===== config.mk =====
export PLATFORM = sky130hd
export DESIGN_NAME = sdram_init_monitor
export DESIGN_NICKNAME = d
export VERILOG_FILES = /design/src/rtl/sdram_init_monitor_pkg.sv /design/src/rtl/sdram_cmd_decode.sv /design/src/rtl/sdram_init_monitor.sv
export SDC_FILE = /design/constraint.sdc
export NUM_CORES = 1
export LEC_CHECK = 0
export CAP_MARGIN = 20
export CORE_MARGIN = 8
export CORE_UTILIZATION = 40
export CTS_CLUSTER_SIZE = 24
export DETAILED_ROUTE_END_ITERATION = 6
export DONT_BUFFER_PORTS = 1
export HOLD_SLACK_MARGIN = 0.15
export PLACE_DENSITY = 0.52
export SYNTH_ARGS = -nofsm -noshare
export SYNTH_HDL_FRONTEND = slang
export SYNTH_SLANG_ARGS = --single-unit

===== constraint.sdc =====
create_clock -name Sys_clk -period 3.5 [get_ports Sys_clk]
set_clock_uncertainty 0.15 [all_clocks]
set_input_delay 0.7 -clock Sys_clk [delete_from_list [all_inputs] [get_ports Sys_clk]]
set_output_delay 0.7 -clock Sys_clk [all_outputs]
set_load 0.05 [all_outputs]

===== src/rtl/sdram_init_monitor_pkg.sv =====
// Shared SDRAM init definitions: command encodings, command classes, monitor
// states and violation codes, plus the mode-register legality helper.
package sdram_init_monitor_pkg;

  localparam logic [3:0] CMD_NOP = 4'b0111;
  localparam logic [3:0] CMD_PRE = 4'b0010;
  localparam logic [3:0] CMD_ARF = 4'b0001;
  localparam logic [3:0] CMD_MRS = 4'b0000;

  typedef enum logic [2:0] {
    CLS_NOP   = 3'd0,
    CLS_PRE   = 3'd1,
    CLS_ARF   = 3'd2,
    CLS_MRS   = 3'd3,
    CLS_OTHER = 3'd4
  } cmd_class_e;

  typedef enum logic [2:0] {
    ST_WAIT_PWR  = 3'd0,
    ST_WAIT_ARF1 = 3'd1,
    ST_WAIT_ARF2 = 3'd2,
    ST_WAIT_MRS  = 3'd3,
    ST_WAIT_MRD  = 3'd4,
    ST_DONE      = 3'd5,
    ST_ERROR     = 3'd6
  } state_e;

  localparam logic [2:0] ERR_NONE         = 3'd0;
  localparam logic [2:0] ERR_EARLY        = 3'd1;
  localparam logic [2:0] ERR_NOT_ALL_BANK = 3'd2;
  localparam logic [2:0] ERR_SEQUENCE     = 3'd3;
  localparam logic [2:0] ERR_TIMING       = 3'd4;
  localparam logic [2:0] ERR_BAD_MODE     = 3'd5;
  localparam logic [2:0] ERR_INIT_DONE    = 3'd6;

  // CAS latency must be 2 or 3; burst length 1/2/4/8 or full page
  function automatic logic mode_ok(input logic [2:0] cas_lat, input logic [2:0] burst_len);
    logic cl_ok;
    logic bl_ok;
    cl_ok = (cas_lat == 3'd2) || (cas_lat == 3'd3);
    case (burst_len)
      3'd0, 3'd1, 3'd2, 3'd3, 3'd7: bl_ok = 1'b1;
      default:                      bl_ok = 1'b0;
    endcase
    return cl_ok && bl_ok;
  endfunction

endpackage


===== src/rtl/sdram_cmd_decode.sv =====
// Combinational classification of the {CS_N,RAS_N,CAS_N,WE_N} command bus.
module sdram_cmd_decode
  import sdram_init_monitor_pkg::*;
(
  input  logic [3:0] command,
  output cmd_class_e cmd_class
);

  // Deselected chip counts as NOP whatever the other strobes say
  always_comb begin
    cmd_class = CLS_OTHER;
    if (command[3]) begin
      cmd_class = CLS_NOP;
    end else begin
      case (command)
        CMD_NOP: cmd_class = CLS_NOP;
        CMD_PRE: cmd_class = CLS_PRE;
        CMD_ARF: cmd_class = CLS_ARF;
        CMD_MRS: cmd_class = CLS_MRS;
        default: cmd_class = CLS_OTHER;
      endcase
    end
  end

endmodule


===== src/rtl/sdram_init_monitor.sv =====
// Watches the SDRAM power-up sequence PRE-all, ARF, ARF, MRS and flags the first
// ordering/timing violation. Optional INIT_DONE check under `INIT_DONE_CHECK_EN.
module sdram_init_monitor
  import sdram_init_monitor_pkg::*;
#(
  parameter int unsigned TIME_WAIT_100US = 20000,
  parameter int unsigned T_RP            = 2,
  parameter int unsigned T_RFC           = 7,
  parameter int unsigned T_MRD           = 3
) (
  input  logic        Sys_clk,
  input  logic        Rst,
  input  logic [3:0]  COMMAND,
  input  logic [11:0] A_ADDR,
  input  logic [1:0]  BANK_ADDR,
`ifdef INIT_DONE_CHECK_EN
  input  logic        INIT_DONE,
`endif
  output logic        INIT_OK,
  output logic        INIT_ERR,
  output logic [2:0]  ERR_CODE,
  output logic [11:0] MODE_REG,
  output logic [2:0]  CAS_LAT,
  output logic [2:0]  BURST_LEN
);

  localparam logic [15:0] TW_C   = 16'(TIME_WAIT_100US);
  localparam logic [15:0] TRP_C  = 16'(T_RP);
  localparam logic [15:0] TRFC_C = 16'(T_RFC);
  localparam logic [15:0] TMRD_C = 16'(T_MRD);

  cmd_class_e  cls_s;
  cmd_class_e  want_s;
  logic        cmd_s;
  logic [15:0] gap_r;
  logic [15:0] min_gap_s;
  state_e      state_r;
  logic [2:0]  seq_viol_s;
  logic [2:0]  viol_s;
  logic        advance_s;
  logic        latch_s;
  logic        mrd_met_s;
  logic        unused_s;

  sdram_cmd_decode u_decode (
    .command   (COMMAND),
    .cmd_class (cls_s)
  );

  assign cmd_s     = (cls_s != CLS_NOP);
  assign mrd_met_s = (state_r == ST_WAIT_MRD) && (gap_r >= TMRD_C);
  assign unused_s  = ^BANK_ADDR;
  assign CAS_LAT   = MODE_REG[6:4];
  assign BURST_LEN = MODE_REG[2:0];

  // Cycles since the last command; the command cycle is gap 0, the next one gap 1
  always_ff @(posedge Sys_clk or posedge Rst) begin
    if (Rst) begin
      gap_r <= 16'd0;
    end else if (cmd_s) begin
      gap_r <= 16'd1;
    end else if (gap_r != 16'hFFFF) begin
      gap_r <= gap_r + 16'd1;
    end else begin
      gap_r <= gap_r;
    end
  end

  // Command expected next and the minimum gap it needs in each wait state
  always_comb begin
    want_s    = CLS_NOP;
    min_gap_s = 16'd0;
    case (state_r)
      ST_WAIT_PWR:  begin want_s = CLS_PRE; min_gap_s = TW_C;   end
      ST_WAIT_ARF1: begin want_s = CLS_ARF; min_gap_s = TRP_C;  end
      ST_WAIT_ARF2: begin want_s = CLS_ARF; min_gap_s = TRFC_C; end
      ST_WAIT_MRS:  begin want_s = CLS_MRS; min_gap_s = TRFC_C; end
      default:      begin want_s = CLS_NOP; min_gap_s = 16'd0;  end
    endcase
  end

  // Judge this cycle's command: timing before ordering, then the command's own fields
  always_comb begin
    seq_viol_s = ERR_NONE;
    advance_s  = 1'b0;
    latch_s    = 1'b0;
    if (state_r == ST_WAIT_MRD) begin
      if (mrd_met_s) begin
        advance_s = 1'b1;
      end else if (cmd_s) begin
        seq_viol_s = ERR_TIMING;
      end else begin
        advance_s = 1'b0;
      end
    end else if ((want_s != CLS_NOP) && cmd_s) begin
      if (gap_r < min_gap_s) begin
        seq_viol_s = (state_r == ST_WAIT_PWR) ? ERR_EARLY : ERR_TIMING;
      end else if (cls_s != want_s) begin
        seq_viol_s = ERR_SEQUENCE;
      end else if ((state_r == ST_WAIT_PWR) && !A_ADDR[10]) begin
        seq_viol_s = ERR_NOT_ALL_BANK;
      end else begin
        advance_s  = 1'b1;
        latch_s    = (state_r == ST_WAIT_MRS);
        seq_viol_s = (latch_s && !mode_ok(A_ADDR[6:4], A_ADDR[2:0])) ? ERR_BAD_MODE : ERR_NONE;
      end
    end else begin
      advance_s = 1'b0;
    end
  end

`ifdef INIT_DONE_CHECK_EN
  assign viol_s = ((seq_viol_s == ERR_NONE) && INIT_DONE && !mrd_met_s &&
                   (state_r != ST_DONE) && (state_r != ST_ERROR)) ? ERR_INIT_DONE : seq_viol_s;
`else
  assign viol_s = seq_viol_s;
`endif

  // Sequence FSM with registered status; ERROR and DONE hold until reset
  always_ff @(posedge Sys_clk or posedge Rst) begin
    if (Rst) begin
      state_r  <= ST_WAIT_PWR;
      INIT_OK  <= 1'b0;
      INIT_ERR <= 1'b0;
      ERR_CODE <= ERR_NONE;
      MODE_REG <= 12'd0;
    end else begin
      if (latch_s) begin
        MODE_REG <= A_ADDR;
      end
      if (viol_s != ERR_NONE) begin
        state_r  <= ST_ERROR;
        INIT_ERR <= 1'b1;
        INIT_OK  <= 1'b0;
        ERR_CODE <= viol_s;
      end else if (advance_s) begin
        case (state_r)
          ST_WAIT_PWR:  state_r <= ST_WAIT_ARF1;
          ST_WAIT_ARF1: state_r <= ST_WAIT_ARF2;
          ST_WAIT_ARF2: state_r <= ST_WAIT_MRS;
          ST_WAIT_MRS:  state_r <= ST_WAIT_MRD;
          ST_WAIT_MRD: begin
            state_r <= ST_DONE;
            INIT_OK <= 1'b1;
          end
          default:      state_r <= state_r;
        endcase
      end
    end
  end

endmodule


* Yosys cells after proc, flatten, opt, wreduce, memory -nomap -nowiden
Index checks and enable logic that the tools add are counted.
Cells by class: eq/ne operators 15, mux-type cells 38, reduce and logical (&&, ||, !) cells 23, add/subtract/negate cells 1, magnitude comparators 2
Operator list (count):
- $pmux W15 S3 | 1
- $mux W3 | 12
- $mux W16 | 2
- $mux W1 | 20
- $eq A3 B2 Y1 const B | 6
- $add A16 B1 Y16 const B | 1
- $ge A16 B2 Y1 const B | 1
- $lt A16 B16 Y1 | 1
- $ne A16 B16 Y1 const B | 1
- $pmux W3 S5 | 1
- $pmux W3 S4 | 1
- $reduce_bool A3 Y1 | 3
- $eq A3 B1 Y1 const B | 2
- $eq A3 B3 Y1 const B | 2
- $logic_not A3 Y1 | 2
- $pmux W2 S3 | 1
- $reduce_bool A2 Y1 | 3
- $reduce_bool A6 Y1 | 1
- $logic_and A1 B1 Y1 | 5
- $reduce_or A5 Y1 | 1
- $eq A4 B1 Y1 const B | 1
- $eq A4 B2 Y1 const B | 1
- $eq A4 B3 Y1 const B | 1
- $logic_not A4 Y1 | 1
- 5 further kinds | 8
Word-level totals: register bits after elaboration 36, bits of input ports 20

* Longest topological paths before layout
word-level depth 20, gate-level depth with buffers 12, depth with buffers taken out 9

* By module
From an unflattened synthesis, not the netlist that was laid out.
Second synthesis, totals: cell total of the unflattened synthesis 215, area, all modules 2255.9 um2
By module, submodules not included:
- sdram_init_monitor | times used 1, cells each 210, sequential area each 900.9 um2, area an instance 2219.6 um2
- sdram_cmd_decode | times used 1, cells each 5, sequential area each 0.0 um2, area an instance 36.3 um2

* Worst setup path before layout
No wires, ideal clock.
kind register to register, start point register state_r[0], end point register state_r[2], setup slack 124 ps, buffers on the path 2, required time 3211 ps, arrival 3087 ps, cell stages (with the launch flop) 11, clock period less this slack 3376 ps, path through dfrtp_1 > buf_6 > or3_2 > clkbuf_1 > ha_1 > a2111oi_2 > o221ai_1 > a21oi_4 > nor4b_1 > a311o_2 > or4_4
Between the ends: cells in the longest elaborated chain, start to end 11, elaborated cells between the ends (all ways) 37, classes of those cells order compare: 1; eq/ne: 5; mux: 19; reduce/logical: 12
RTL lines:
- from (decl) | line sdram_init_monitor.sv:37 | state_e state_r;
- from (signal assigned) | line sdram_init_monitor.sv:146 | default: state_r <= state_r;
- branches (longest 11 deep; another with $lt A16 B16 Y1)
Parallel ways; which one is timed is not known. The select of a mux whose other input is x is not followed. A chain may end at the register's enable or synchronous reset.

* Worst setup path after layout
Same ends and word-level chain as after synthesis.

==> out/metrics.yaml <==
yosysTopAreaCell: "dfrtp_1"
numCtsBuffers: 5
ys_top_cells_by_area: "dfrtp_1 (43%), mux2_2 (5.4%), ha_1 (4.8%)"
drtAntennaViolNets: 0
outcome: "finished clean"
layoutNonFillerInstCount: 278
crit_fanout: 10
antenna_found_initial: 0
diodes: 0
synth.most_common_cell: "dfrtp_1"
first_pass_iters: 4
finalHoldViolations: 0
report.final.slew_viol_count: 0
min_period_ns: 3.20
syn-num-nets: 237
worst_pin_slew_ns: 0.911
die_w_um: 88.5
ys_types: 48
cp.required_ns: 3.51
synth_edf_count: 0
cts_sinks: 36
ios: 43
worstPathCellList: "or3_4, ha_1, a2111oi_2, o221ai_1, a21oi_4, nor4b_1, a311o_2, or4_4"
areaGrowthSynthToFinish_pct: 6.79
dieArea_um2: 7830
max_cap_viol_count: 0
gp_congestion: 0.820
drt_iter0_drc: 88
num-nets-final: 235
via_count: 1558
fill_cells: 529
cp-end-kind: "register"
ys_ff_latch: 36
grt_use_total_pct: 12.8
setup_viol: 0
initial_core_util_pct: 41.4
slew_headroom_pct: 39.3
reg2reg_depth: 8
grt_pass1_vias: 1611
setup_tns_ns: 0
ys.flop_type: "dfrtp_1"
yosysWarnings: 0
clkTransAtPathRegs_ns: 0.07
p_leak_nw: 0.977
drc_errors: 0
path_class: "register to register"
numPortBuffers: 0
wl_per_cell_um: 16.4
postLayoutCellArea_um2: 2240
cts_tree: "done"
crit_arrival_ns: 3.21
core_um2: 5070
fmax_ghz: 0.312
setup.reg_to_reg.worst_slack_ns: 0.30
synth_cells: 209
placementRows: 26
final_layout_size_suffix_gt1_share_pct: 17.8
yosys-top-cells-count: "dfrtp_1 (36), nor2_1 (24), nand3_1 (14)"
insertion_delay_ns: 0.28
dp_cells: 270
period_share_pct: 91.5
synth_area_um2: 2100
reg2reg_from: "state_r[0]"
grt_first_pass_wirelength_um: 7810
placed_area_um2: 2130
async_flop_share_pct: 100
routed_wirelength_um: 4550
hold_class: "primary input to asynchronous set/reset pin"
cts_max_level: 2
ir_worst_vdd_uv: 550
overflow: 0
synth_seq_area_share_pct: 42.9
cp_slowest_cell: "or4_4"
start_kind: "register"
rsz0062_at_grt: "no"
vias_per_cell: 5.60
root_buffer: "clkbuf_8"
die_h_um: 88.5
synth_top_area_share_pct: 42.9
powerDensity_nw_per_um2: 815
cpPeakStageDelay_ns: 0.48
dp_hpwl_um: 3420
cts_buffer_depth: 2
reg2reg_to: "state_r[2]"
avgSynthCellArea_um2: 10.1
grt_max_degree: 37
## stage by stage
step           hold WS, ns  utilization [%]  setup slack (ns)  power [mW]
6_report             0.248             44.2             0.298        1.83
5_1_grt              0.298             44.2             0.138        1.92
4_1_cts              0.261             44.1             0.119        1.85
3_5_place_dp         0.432             41.9             0.110        1.48
3_3_place_gp         0.429             41.9             0.203        1.47
2_1_floorplan        0.389                -             0.124        1.43
## power by group
group          internal (mW)  switching [mW]
logic                  0.194           0.200
registers              0.521           0.553
clock network          0.211           0.151
total                  0.926           0.904
## cells by family after synthesis
kind of cell	count (synthesis)	synth area share [%]
simple gates	81	20.4
flops	36	42.9
compound gates	29	11.0
buf+inv	24	6.67
xor+xnor	18	7.50
mux	13	6.90
fa+ha+maj	8	4.76
## final cells by class
cell class | count | area (um2) | share of cell area, %
Inverter | 9 | 33.8 | 1.51
Tap cell | 70 | 87.6 | 3.90
Clock buffer | 5 | 68.8 | 3.07
Sequential cell | 36 | 901 | 40.1
Multi-Input combinational cell | 149 | 1070 | 47.5
Clock inverter | 3 | 42.5 | 1.90
Timing Repair Buffer | 6 | 45.0 | 2.01
## critical path: cells and delay by family (launching register included)
family	cells	cell delay (ns)
AOI/OAI and AO/OA	4	1.18
adders and majority gates	1	0.33
DFF	1	0.39
and+or+nand+nor	3	1.04
## how the worst max path moves through the flow
stage                           from           end  slack [ns]  cells after the start
final                     state_r[0]    state_r[2]        0.30                      8
after global routing      state_r[0]    state_r[2]        0.14                      8
after CTS                 state_r[0]    state_r[2]        0.12                      8
after detailed placement  state_r[0]  MODE_REG[10]        0.11                      8
after global placement    state_r[0]   MODE_REG[9]        0.20                      8
after floorplan           state_r[0]    state_r[2]        0.12                     10
## layout by cell type, fill, tap and decap left out, types with 2 or more instances in the layout
cell type | netlist | final
dfrtp_1 | 36 | 36
nor2_1 | 24 | 24
nand3_1 | 14 | 14
nor3_1 | 11 | 11
xnor2_1 | 11 | 11
mux2_2 | 10 | 10
inv_1 | 9 | 9
ha_1 | 8 | 8
xor2_1 | 7 | 7
nand2_1 | 6 | 6
buf_4 | 7 | 6
nor4_1 | 5 | 5
clkbuf_8 | 0 | 5
and3_1 | 5 | 4
nor4b_1 | 4 | 4
o21ai_0 | 4 | 4
a31oi_1 | 3 | 3
o21a_1 | 2 | 2
a21boi_0 | 2 | 2
o211ai_1 | 2 | 2
a21oi_1 | 2 | 2
and3_2 | 1 | 2
a311oi_1 | 2 | 2
a31o_2 | 2 | 2
mux2_1 | 2 | 2
## per-layer routing
metal,part of all wire (%),GRT usage (%),vias to the layer above
li1,-,-,737
met1,46,16.0,775
met2,46,20.1,41
met3,7.2,4.18,5
met4,1.3,4.15,0
met5,0,0,-
## what timing repair did
item,in CTS,in global routing
endpoints found under the hold margin,0,0
endpoints found under the setup margin,0,13
hold buffers,0,0
resized for setup,0,2
buffers inserted,0,0
## registers in the layout (all words and copies together) (netlist names)
signal    flops
MODE_REG     12
state_r       3
gap_r        16
INIT_ERR      1
INIT_OK       1
ERR_CODE      3
(Power assumes the default switching activity.)
